[src/rtl/mem_arbiter_pkg.sv]
// Shared types and encodings for the unified-memory arbiter.
// Word width, memory mode codes and read-owner codes.
package mem_arbiter_pkg;

    localparam int WORD_W = 16;

    typedef logic [WORD_W-1:0] word_t;

    localparam logic [1:0] MEM_MODE_IDLE = 2'b00;
    localparam logic [1:0] MEM_MODE_IN   = 2'b01;
    localparam logic [1:0] MEM_MODE_OUT  = 2'b10;

    typedef enum logic [1:0] {
        OWN_NONE = 2'b00,
        OWN_IF   = 2'b01,
        OWN_DM   = 2'b10
    } owner_e;

endpackage

[src/rtl/mem_arb_starve.sv]
// Saturating fetch-starvation counter.
// Raises fetch_pri once fetch has lost MAX_WAIT cycles in a row.
module mem_arb_starve #(
    parameter int MAX_WAIT = 4,
    parameter int CNT_W    = 4
) (
    input  logic clk,
    input  logic reset,
    input  logic if_req,
    input  logic if_gnt,
    output logic fetch_pri
);

    localparam logic [CNT_W-1:0] MAX_CNT = CNT_W'(MAX_WAIT);

    logic [CNT_W-1:0] cnt_q;
    logic [CNT_W-1:0] cnt_d;

    always_comb begin
        cnt_d = cnt_q;
        if (!if_req || if_gnt) begin
            cnt_d = '0;
        end else if (cnt_q < MAX_CNT) begin
            cnt_d = cnt_q + 1'b1;
        end
    end

    always_ff @(posedge clk) begin
        if (reset) begin
            cnt_q <= '0;
        end else begin
            cnt_q <= cnt_d;
        end
    end

    assign fetch_pri = (cnt_q >= MAX_CNT);

endmodule

[src/rtl/mem_arbiter.sv]
// Fetch/data arbiter in front of the single-port unified memory.
// Data port has priority unless fetch has starved; reads return one cycle later.
module mem_arbiter
    import mem_arbiter_pkg::*;
#(
    parameter int MAX_WAIT = 4,
    parameter int CNT_W    = 4
) (
    input  logic              clk,
    input  logic              reset,
    input  logic              if_req,
    input  logic [WORD_W-1:0] if_addr,
    output logic              if_gnt,
    output logic              if_rvalid,
    output logic [WORD_W-1:0] if_rdata,
    input  logic              dm_req,
    input  logic              dm_we,
    input  logic [WORD_W-1:0] dm_addr,
    input  logic [WORD_W-1:0] dm_wdata,
    output logic              dm_gnt,
    output logic              dm_rvalid,
    output logic [WORD_W-1:0] dm_rdata,
    output logic [1:0]        mem_mode,
    output logic [WORD_W-1:0] mem_addr,
    output logic [WORD_W-1:0] mem_wdata,
    input  logic [WORD_W-1:0] mem_rdata
);

    logic   fetch_pri;
    owner_e rd_owner_q;
    owner_e rd_owner_d;

    mem_arb_starve #(
        .MAX_WAIT (MAX_WAIT),
        .CNT_W    (CNT_W)
    ) u_starve (
        .clk       (clk),
        .reset     (reset),
        .if_req    (if_req),
        .if_gnt    (if_gnt),
        .fetch_pri (fetch_pri)
    );

    always_comb begin
        if_gnt    = 1'b0;
        dm_gnt    = 1'b0;
        mem_mode  = MEM_MODE_IDLE;
        mem_addr  = '0;
        mem_wdata = '0;
        if (!reset) begin
            if (dm_req && !(if_req && fetch_pri)) begin
                dm_gnt   = 1'b1;
                mem_addr = dm_addr;
                if (dm_we) begin
                    mem_mode  = MEM_MODE_IN;
                    mem_wdata = dm_wdata;
                end else begin
                    mem_mode = MEM_MODE_OUT;
                end
            end else if (if_req) begin
                if_gnt   = 1'b1;
                mem_mode = MEM_MODE_OUT;
                mem_addr = if_addr;
            end
        end
    end

    always_comb begin
        rd_owner_d = OWN_NONE;
        if (if_gnt) begin
            rd_owner_d = OWN_IF;
        end else if (dm_gnt && !dm_we) begin
            rd_owner_d = OWN_DM;
        end
    end

    always_ff @(posedge clk) begin
        if (reset) begin
            rd_owner_q <= OWN_NONE;
        end else begin
            rd_owner_q <= rd_owner_d;
        end
    end

    // Gating with reset drops a read whose return cycle coincides with reset.
    assign if_rvalid = (rd_owner_q == OWN_IF) && !reset;
    assign dm_rvalid = (rd_owner_q == OWN_DM) && !reset;
    assign if_rdata  = mem_rdata;
    assign dm_rdata  = mem_rdata;

endmodule
[config.mk]
export PLATFORM = sky130hd
export DESIGN_NAME = mem_arbiter
export DESIGN_NICKNAME = d
export VERILOG_FILES = /design/src/rtl/mem_arbiter_pkg.sv /design/src/rtl/mem_arb_starve.sv /design/src/rtl/mem_arbiter.sv
export SDC_FILE = /design/constraint.sdc
export NUM_CORES = 1
export LEC_CHECK = 0
export BUFFER_PORTS_ARGS = -buffer_cell sky130_fd_sc_hd__buf_2
export CAP_MARGIN = 15
export CORE_MARGIN = 1
export CORE_UTILIZATION = 27
export DETAILED_ROUTE_END_ITERATION = 6
export PLACE_DENSITY = 0.81
export SYNTH_ARGS = -nofsm -noshare
export SYNTH_HDL_FRONTEND = slang
export SYNTH_SLANG_ARGS = --single-unit
[constraint.sdc]
create_clock -name clk -period 1.2 [get_ports clk]
set_input_delay 0.06 -clock clk [delete_from_list [all_inputs] [get_ports clk]]
set_output_delay 0.06 -clock clk [all_outputs]
set_load 0.1 [all_outputs]
==> results of run 1 <==
layer usage:
metal  GRT usage [%]  up-vias  wire length (µm)
li1                -      470                 -
met1            22.0      482              1280
met2            44.9       61              2580
met3            5.07       21               257
met4            11.8        0               173
met5               0        -                 0
repair_timing:
action                     CTS  global route
gates resized for setup     31            14
setup buffers                6             3
setup endpoints to repair   36            36
gates cloned                 1             2
pin swaps                    8             3
where the power goes:
part / internal, µW / switching, µW
Sequential: 206 / 6.01
Clock: 114 / 88.0
Combinational: 456 / 639
Total: 777 / 733
through the flow:
stage	hold WS, ns	setup slack, ns	std cells	TNS [ns]	power [µW]
4_1_cts	0.0453	-0.423	206	-13.69	1430
3_3_place_gp	0.121	-0.340	196	-8.29	1160
5_1_grt	0.0588	-0.539	211	-17.56	1550
3_5_place_dp	0.121	-0.429	196	-10.56	1180
2_1_floorplan	0.132	-0.180	101	-4.73	1300
6_report	0.0616	-0.507	211	-16.13	1510
cells in the final DEF, fill, tap and decap left out, types with 3 or more instances in the layout:
| cell | n |
|---|---|
| buf_12 | 41 |
| nor2_1 | 6 |
| and2_4 | 16 |
| a22o_4 | 14 |
| nor3b_4 | 3 |
| dfxtp_2 | 3 |
| clkbuf_4 | 3 |
| dfxtp_1 | 3 |
| buf_2 | 52 |
| buf_6 | 8 |
| buf_4 | 8 |
worst register-to-register path, delay by kind of cell, from the launching register on:
| family | cells | cell delay [ns] |
|---|---|---|
| AO/OA/AOI/OAI | 1 | 0.17 |
| flip-flops | 1 | 0.33 |
| AND/OR/NAND/NOR | 2 | 0.15 |
| buffers and inverters | 3 | 0.41 |
worst paths after layout:
path              slack [ns]         startpoint           endpoint  cells after the start
hold / removal          0.06              dm_we      rd_owner_q[1]                      2
setup reg to reg        0.06  u_starve.cnt_q[3]      rd_owner_q[1]                      6
hold reg to reg         0.42  u_starve.cnt_q[0]  u_starve.cnt_q[0]                      1
setup / recovery       -0.51  u_starve.cnt_q[3]        mem_addr[2]                      8
kinds of logic (layout without fill, tap and decap cells):
| family | count (synthesis) | after routing | synth area share [%] |
|---|---|---|---|
| other | 1 | 1 | 0.470 |
| AOI/OAI and AO/OA | 18 | 18 | 19.3 |
| adders and majority gates | 1 | 1 | 1.57 |
| and+or+nand+nor | 36 | 36 | 27.0 |
| DFF | 6 | 6 | 15.0 |
| buffers and inverters | 39 | 118 | 36.7 |
state kept, by name, indices dropped and copies added, names as in the netlist:
register,count
u_starve.cnt_q,4
rd_owner_q,2
final cells by class:
cell class / count / area share (%)
inverter: 3 / 0.746
multi-input combinational: 56 / 30.7
timing repair buffer: 112 / 60.0
sequential: 6 / 5.68
tap: 31 / 1.78
clock buffer: 3 / 1.03
==> metrics.md, run 1 <==
| Metric | Value |
|---|---|
| Worst skew pair latency | `0.26 ns` |
| Final setup violation count | `36` |
| GP Congestion | `0.665` |
| Syn nets | `171` |
| Most used flip-flop cell after synthesis | `dfxtp_1` |
| Post-synth top area share | `31.0%` |
| Register area share after synthesis | `15.0%` |
| Post-synth top cells | `buf_4 (33), and2_1 (16), a22o_1 (9), dfxtp_1 (6), nor2_1 (6)` |
| Most frequent cell after synthesis | `buf_4` |
| Worst Path Max Fanout | `5` |
| Reg area | `124 µm²` |
| Leading area contributor after synthesis | `buf_4` |
| Fill count | `163` |
| Critical path class | `reg -> out` |
| CP delay by family, top | `buffers and inverters` |
| Core Box Area | `2780 µm²` |
| Row cnt | `19` |
| GRT Resource Usage Total | `23.0%` |
| CTS Hold Bufs | `0` |
| Crit path top cell by count | `buf_6` |
| Via density | `4.90` |
| Slowest cell on crit path | `dfxtp_2` |
| Vias in the first global route | `1011` |
| RSZ-0062 raised after global routing | `yes` |
| Cell area after layout | `2180 µm²` |
| CP Buf/Inv Count | `5` |
| Largest net degree at the start of global routing | `18` |
| CTS root buffer | `clkbuf_4` |
| WL per Instance | `20.4 µm` |
| Worst setup EP type | `output port` |
| Layout cell share with drive strength beyond 1 | `91.7%` |
| MaxCap Viol Count | `0` |
| PD cells | `693 nW/µm²` |
| Die ar. | `3180 µm²` |
| Top post-synthesis cells by area | `buf_4 (31%), dfxtp_1 (15%), and2_1 (13%)` |
| First DRT Iteration DRCs | `16` |
| DRC viols | `0` |
| Ant. Diodes | `0` |
| F_max | `586 MHz` |
| Final nets | `252` |
| Final worst slack | `-0.507 ns` |
| Area occupied by multi-input gates | `669 µm²` |
| Tmin final | `1.71 ns` |
| CTS Buffer Depth | `2` |
| Final worst-path cycle share | `142%` |
| Final Skew | `0.00635 ns` |
| Crit path DAT | `1.65 ns` |
| Violated checks | `negative setup slack` |
| Synth warn | `0` |
| Synthesized flop and latch total | `6` |
| Post-DP Area | `1840 µm²` |
| Chip width | `56.4 µm` |
| Drt total wl | `4.29 mm` |
| Worst Hold Class | `in -> reg` |
| CP Launch Type | `flip-flop` |
| EDFF count, synth | `0` |
| Antenna violations before repair | `0` |
| CP required | `1.14 ns` |
| CP cell instances | `buf_6, o21ai_4, buf_6, nand2_4, inv_6, clkbuf_16, a22o_4, buf_12` |
| Num CTS Buffers | `3` |
| DRT antenna net count | `0` |
| CP peak stage delay | `0.33 ns` |
| Clock Sinks | `6` |
| Slew Viols, Final | `0` |
| Netlist Area Pre-Place | `798 µm²` |
| Worst IR Drop VDD | `0.000682 V` |
| CTS tree | `yes` |
| H-tree depth | `1` |
| Clock transition at path regs | `0.05 ns` |
| DP Wirelength | `2.79 mm` |
| Status | `finished with violations` |
| Grt ovf | `0` |
| Mapped Avg Cell Area | `7.90 µm²` |
| Global-route wire length before repair | `5.46 mm` |
| Layout area overhead | `173%` |
| I/O Pins | `139` |
| Final count of hold timing violations | `0` |
| Core Util, Final | `78.4%` |
| Post-synthesis async set-or-reset flop share | `0%` |
| Initial core utilization | `28.7%` |
| Die Ht | `56.4 µm` |
| Post-Syn Instances | `101` |
| Vias | `1034` |
| Length of the first detailed-routing pass in iterations | `3` |
| Pleak | `0.00102 µW` |
| Port bufs | `90` |
| Cell variety after synth | `23` |
Note: power is estimated with default switching activity, not from simulation.
==> inputs of run 2 (changes only) <==
- CORE_UTILIZATION: 27 -> 28
- CTS_BUF_LIST: unset -> sky130_fd_sc_hd__clkbuf_8
- CTS_CLUSTER_DIAMETER: unset -> 120
- PLACE_DENSITY: 0.81 -> 0.83
==> run 2 against run 1 <==
Effect of this change: the run still ends with negative setup slack left; register-to-register slack got worse by 0.06 ns; non-clock buffer count fell by 3; clock skew fell by 0.0051 ns; sequential power barely moved; via count rose by 7.4%; clock power rose by 61%; first-iteration DRC count rose by 140%; flip-flop and latch count did not move; total power rose by 6.9%; core utilization rose by 2.7 points; largest power group unchanged.
==> metrics.md, run 2 (synthesis results as in run 1) <==
| Metric | Value |
|---|---|
| Drt total wl | `4.90 mm (was 4.29 mm)` |
| RSZ-0062 raised after global routing | `yes (unchanged)` |
| Min-delay src | `mem_rdata[11] (was dm_we)` |
| GRT Resource Usage Total | `28.6% (was 23.0%)` |
| Chip width | `55.4 µm (was 56.4 µm)` |
| CTS Buffer Depth | `2 (unchanged)` |
| MaxCap Viol Count | `0 (unchanged)` |
| Worst Hold Class | `in -> out (was in -> reg)` |
| Vias in the first global route | `1192 (was 1011)` |
| DRT antenna net count | `0 (unchanged)` |
| Worst skew pair latency | `0.23 ns (was 0.26 ns)` |
| Via density | `5.36 (was 4.90)` |
| Final Skew | `0.00126 ns (was 0.00635 ns)` |
| FF-to-FF path depth | `5 (was 6)` |
| CP Launch Type | `flip-flop (unchanged)` |
| CTS tree | `yes (unchanged)` |
| Violated checks | `negative setup slack (unchanged)` |
| Largest reg by FF count | `u_starve.cnt_q (unchanged)` |
| First DRT Iteration DRCs | `39 (was 16)` |
| Crit path DAT | `1.63 ns (was 1.65 ns)` |
| Worst setup EP type | `output port (unchanged)` |
| R2R Setup Slk | `0 ns (was 0.06 ns)` |
| Ant. Diodes | `0 (unchanged)` |
| CTS root buffer | `clkbuf_8 (was clkbuf_4)` |
| Clock transition at path regs | `0.04 ns (was 0.05 ns)` |
| Most frequent cells in the layout | `buf_2 (52), buf_12 (39), and2_4 (16) (was buf_2 (52), buf_12 (41), and2_4 (16))` |
| DRC viols | `0 (unchanged)` |
| Final setup violation count | `37 (was 36)` |
| Fill count | `127 (was 163)` |
| Critical R2R Capture | `rd_owner_q[1] (unchanged)` |
| Layout cell share with drive strength beyond 1 | `90.4% (was 91.7%)` |
| Row cnt | `18 (was 19)` |
| Vias | `1110 (was 1034)` |
| Final worst-path cycle share | `141% (was 142%)` |
| CP required | `1.14 ns (about the same)` |
| Antenna violations before repair | `0 (unchanged)` |
| Final worst slack | `-0.490 ns (was -0.507 ns)` |
| Dpl cells | `198 (was 196)` |
| Initial core utilization | `30.8% (was 28.7%)` |
| Die ar. | `3070 µm² (was 3180 µm²)` |
| Clock Sinks | `6 (unchanged)` |
| Layout area overhead | `163% (was 173%)` |
| Min-Delay Path Depth | `0 (was 2)` |
| Num CTS Buffers | `3 (unchanged)` |
| DP Wirelength | `3.06 mm (was 2.79 mm)` |
| Core Box Area | `2590 µm² (was 2780 µm²)` |
| WL per Instance | `23.7 µm (was 20.4 µm)` |
| Worst IR Drop VDD | `0.000930 V (was 0.000682 V)` |
| I/O Pins | `139 (unchanged)` |
| Global-route wire length before repair | `6.65 mm (was 5.46 mm)` |
| Number of flip-flops under the largest register name | `4 (unchanged)` |
| Critical path class | `reg -> out (unchanged)` |
| Worst Path Max Fanout | `3 (was 5)` |
| Most common cell after layout, fill and taps aside | `buf_2 (unchanged)` |
| Grt ovf | `0 (unchanged)` |
| GP Congestion | `0.701 (was 0.665)` |
| PD cells | `769 nW/µm² (was 693 nW/µm²)` |
| Total negative slack | `-15.51 ns (was -16.13 ns)` |
| Final count of hold timing violations | `0 (unchanged)` |
| Slew Viols, Final | `0 (unchanged)` |
| Post-Layout Cell Count | `207 (was 211)` |
| Die Ht | `55.4 µm (was 56.4 µm)` |
| Final nets | `249 (was 252)` |
| Largest regs | `u_starve.cnt_q: 4 flops, rd_owner_q: 2 flops (unchanged)` |
| CTS Hold Bufs | `0 (unchanged)` |
| Length of the first detailed-routing pass in iterations | `4 (was 3)` |
| Worst Hold End | `dm_rdata[11] (was rd_owner_q[1])` |
| Status | `finished with violations (unchanged)` |
| Port bufs | `90 (unchanged)` |
| Largest net degree at the start of global routing | `18 (unchanged)` |
| Worst R2R Start | `u_starve.cnt_q[2] (was u_starve.cnt_q[3])` |
| F_max | `592 MHz (was 586 MHz)` |
| Pleak | `0.000996 µW (was 0.00102 µW)` |
| H-tree depth | `1 (unchanged)` |
| Tmin final | `1.69 ns (was 1.71 ns)` |
[run 2: final cells by class]
| class | count | area, µm² | area share, % |
|---|---|---|---|
| timing repair buffer | 109 | 1240 | 59.3 |
| clock buffer | 3 | 41.3 | 1.97 |
| sequential | 6 | 124 | 5.90 |
| inverter | 3 | 13.8 | 0.656 |
| multi-input combinational | 56 | 637 | 30.4 |
| tap | 30 | 37.5 | 1.79 |
[run 2: power breakdown]
group          total (µW)  switching (µW)  internal (µW)
Sequential            214            6.54            207
Combinational        1080             643            433
Clock                 325             108            217
[run 2: critical path: stages, from the launching register on]
cell     delay, ns
dfxtp_2       0.34
buf_6         0.13
o21ai_4       0.18
buf_4         0.16
nand3_1       0.17
a21oi_4       0.20
buf_8         0.21
[run 2: worst max path at each step]
stage,depth (start not counted),from,end,slack [ns]
final,6,u_starve.cnt_q[2],mem_addr[5],-0.49
after detailed placement,4,u_starve.cnt_q[2],mem_addr[12],-0.48
after floorplan,5,u_starve.cnt_q[3],mem_wdata[10],-0.18
after global placement,4,u_starve.cnt_q[2],mem_addr[12],-0.39
after global routing,6,u_starve.cnt_q[2],mem_addr[5],-0.52
after CTS,6,u_starve.cnt_q[2],mem_wdata[1],-0.41
[run 2: repair_timing]
action / CTS / global route
gates cloned: 1 / 1
resized for setup: 30 / 3
setup buffers: 4 / 0
pin swaps: 5 / 5
hold endpoints to repair: 0 / 0
setup endpoints to repair: 36 / 36
[run 2: metrics by stage]
stage	hold slack [ns]	worst slack [ns]	instance area [µm²]	util (%)	power, µW
floorplan	0.132	-0.180	1010	-	1300
global placement	0.121	-0.390	1860	71.7	1170
detailed placement	0.121	-0.482	1860	71.7	1190
CTS	0.114	-0.413	2070	80.0	1570
global route	0.120	-0.521	2100	81.0	1650
finish	0.120	-0.490	2100	81.0	1610
[run 2: per-layer routing]
metal	part of all wire, %	global-route usage, %
met5	0	0
met1	29	26.3
met3	9.4	8.90
met4	5.4	8.57
met2	56	58.3
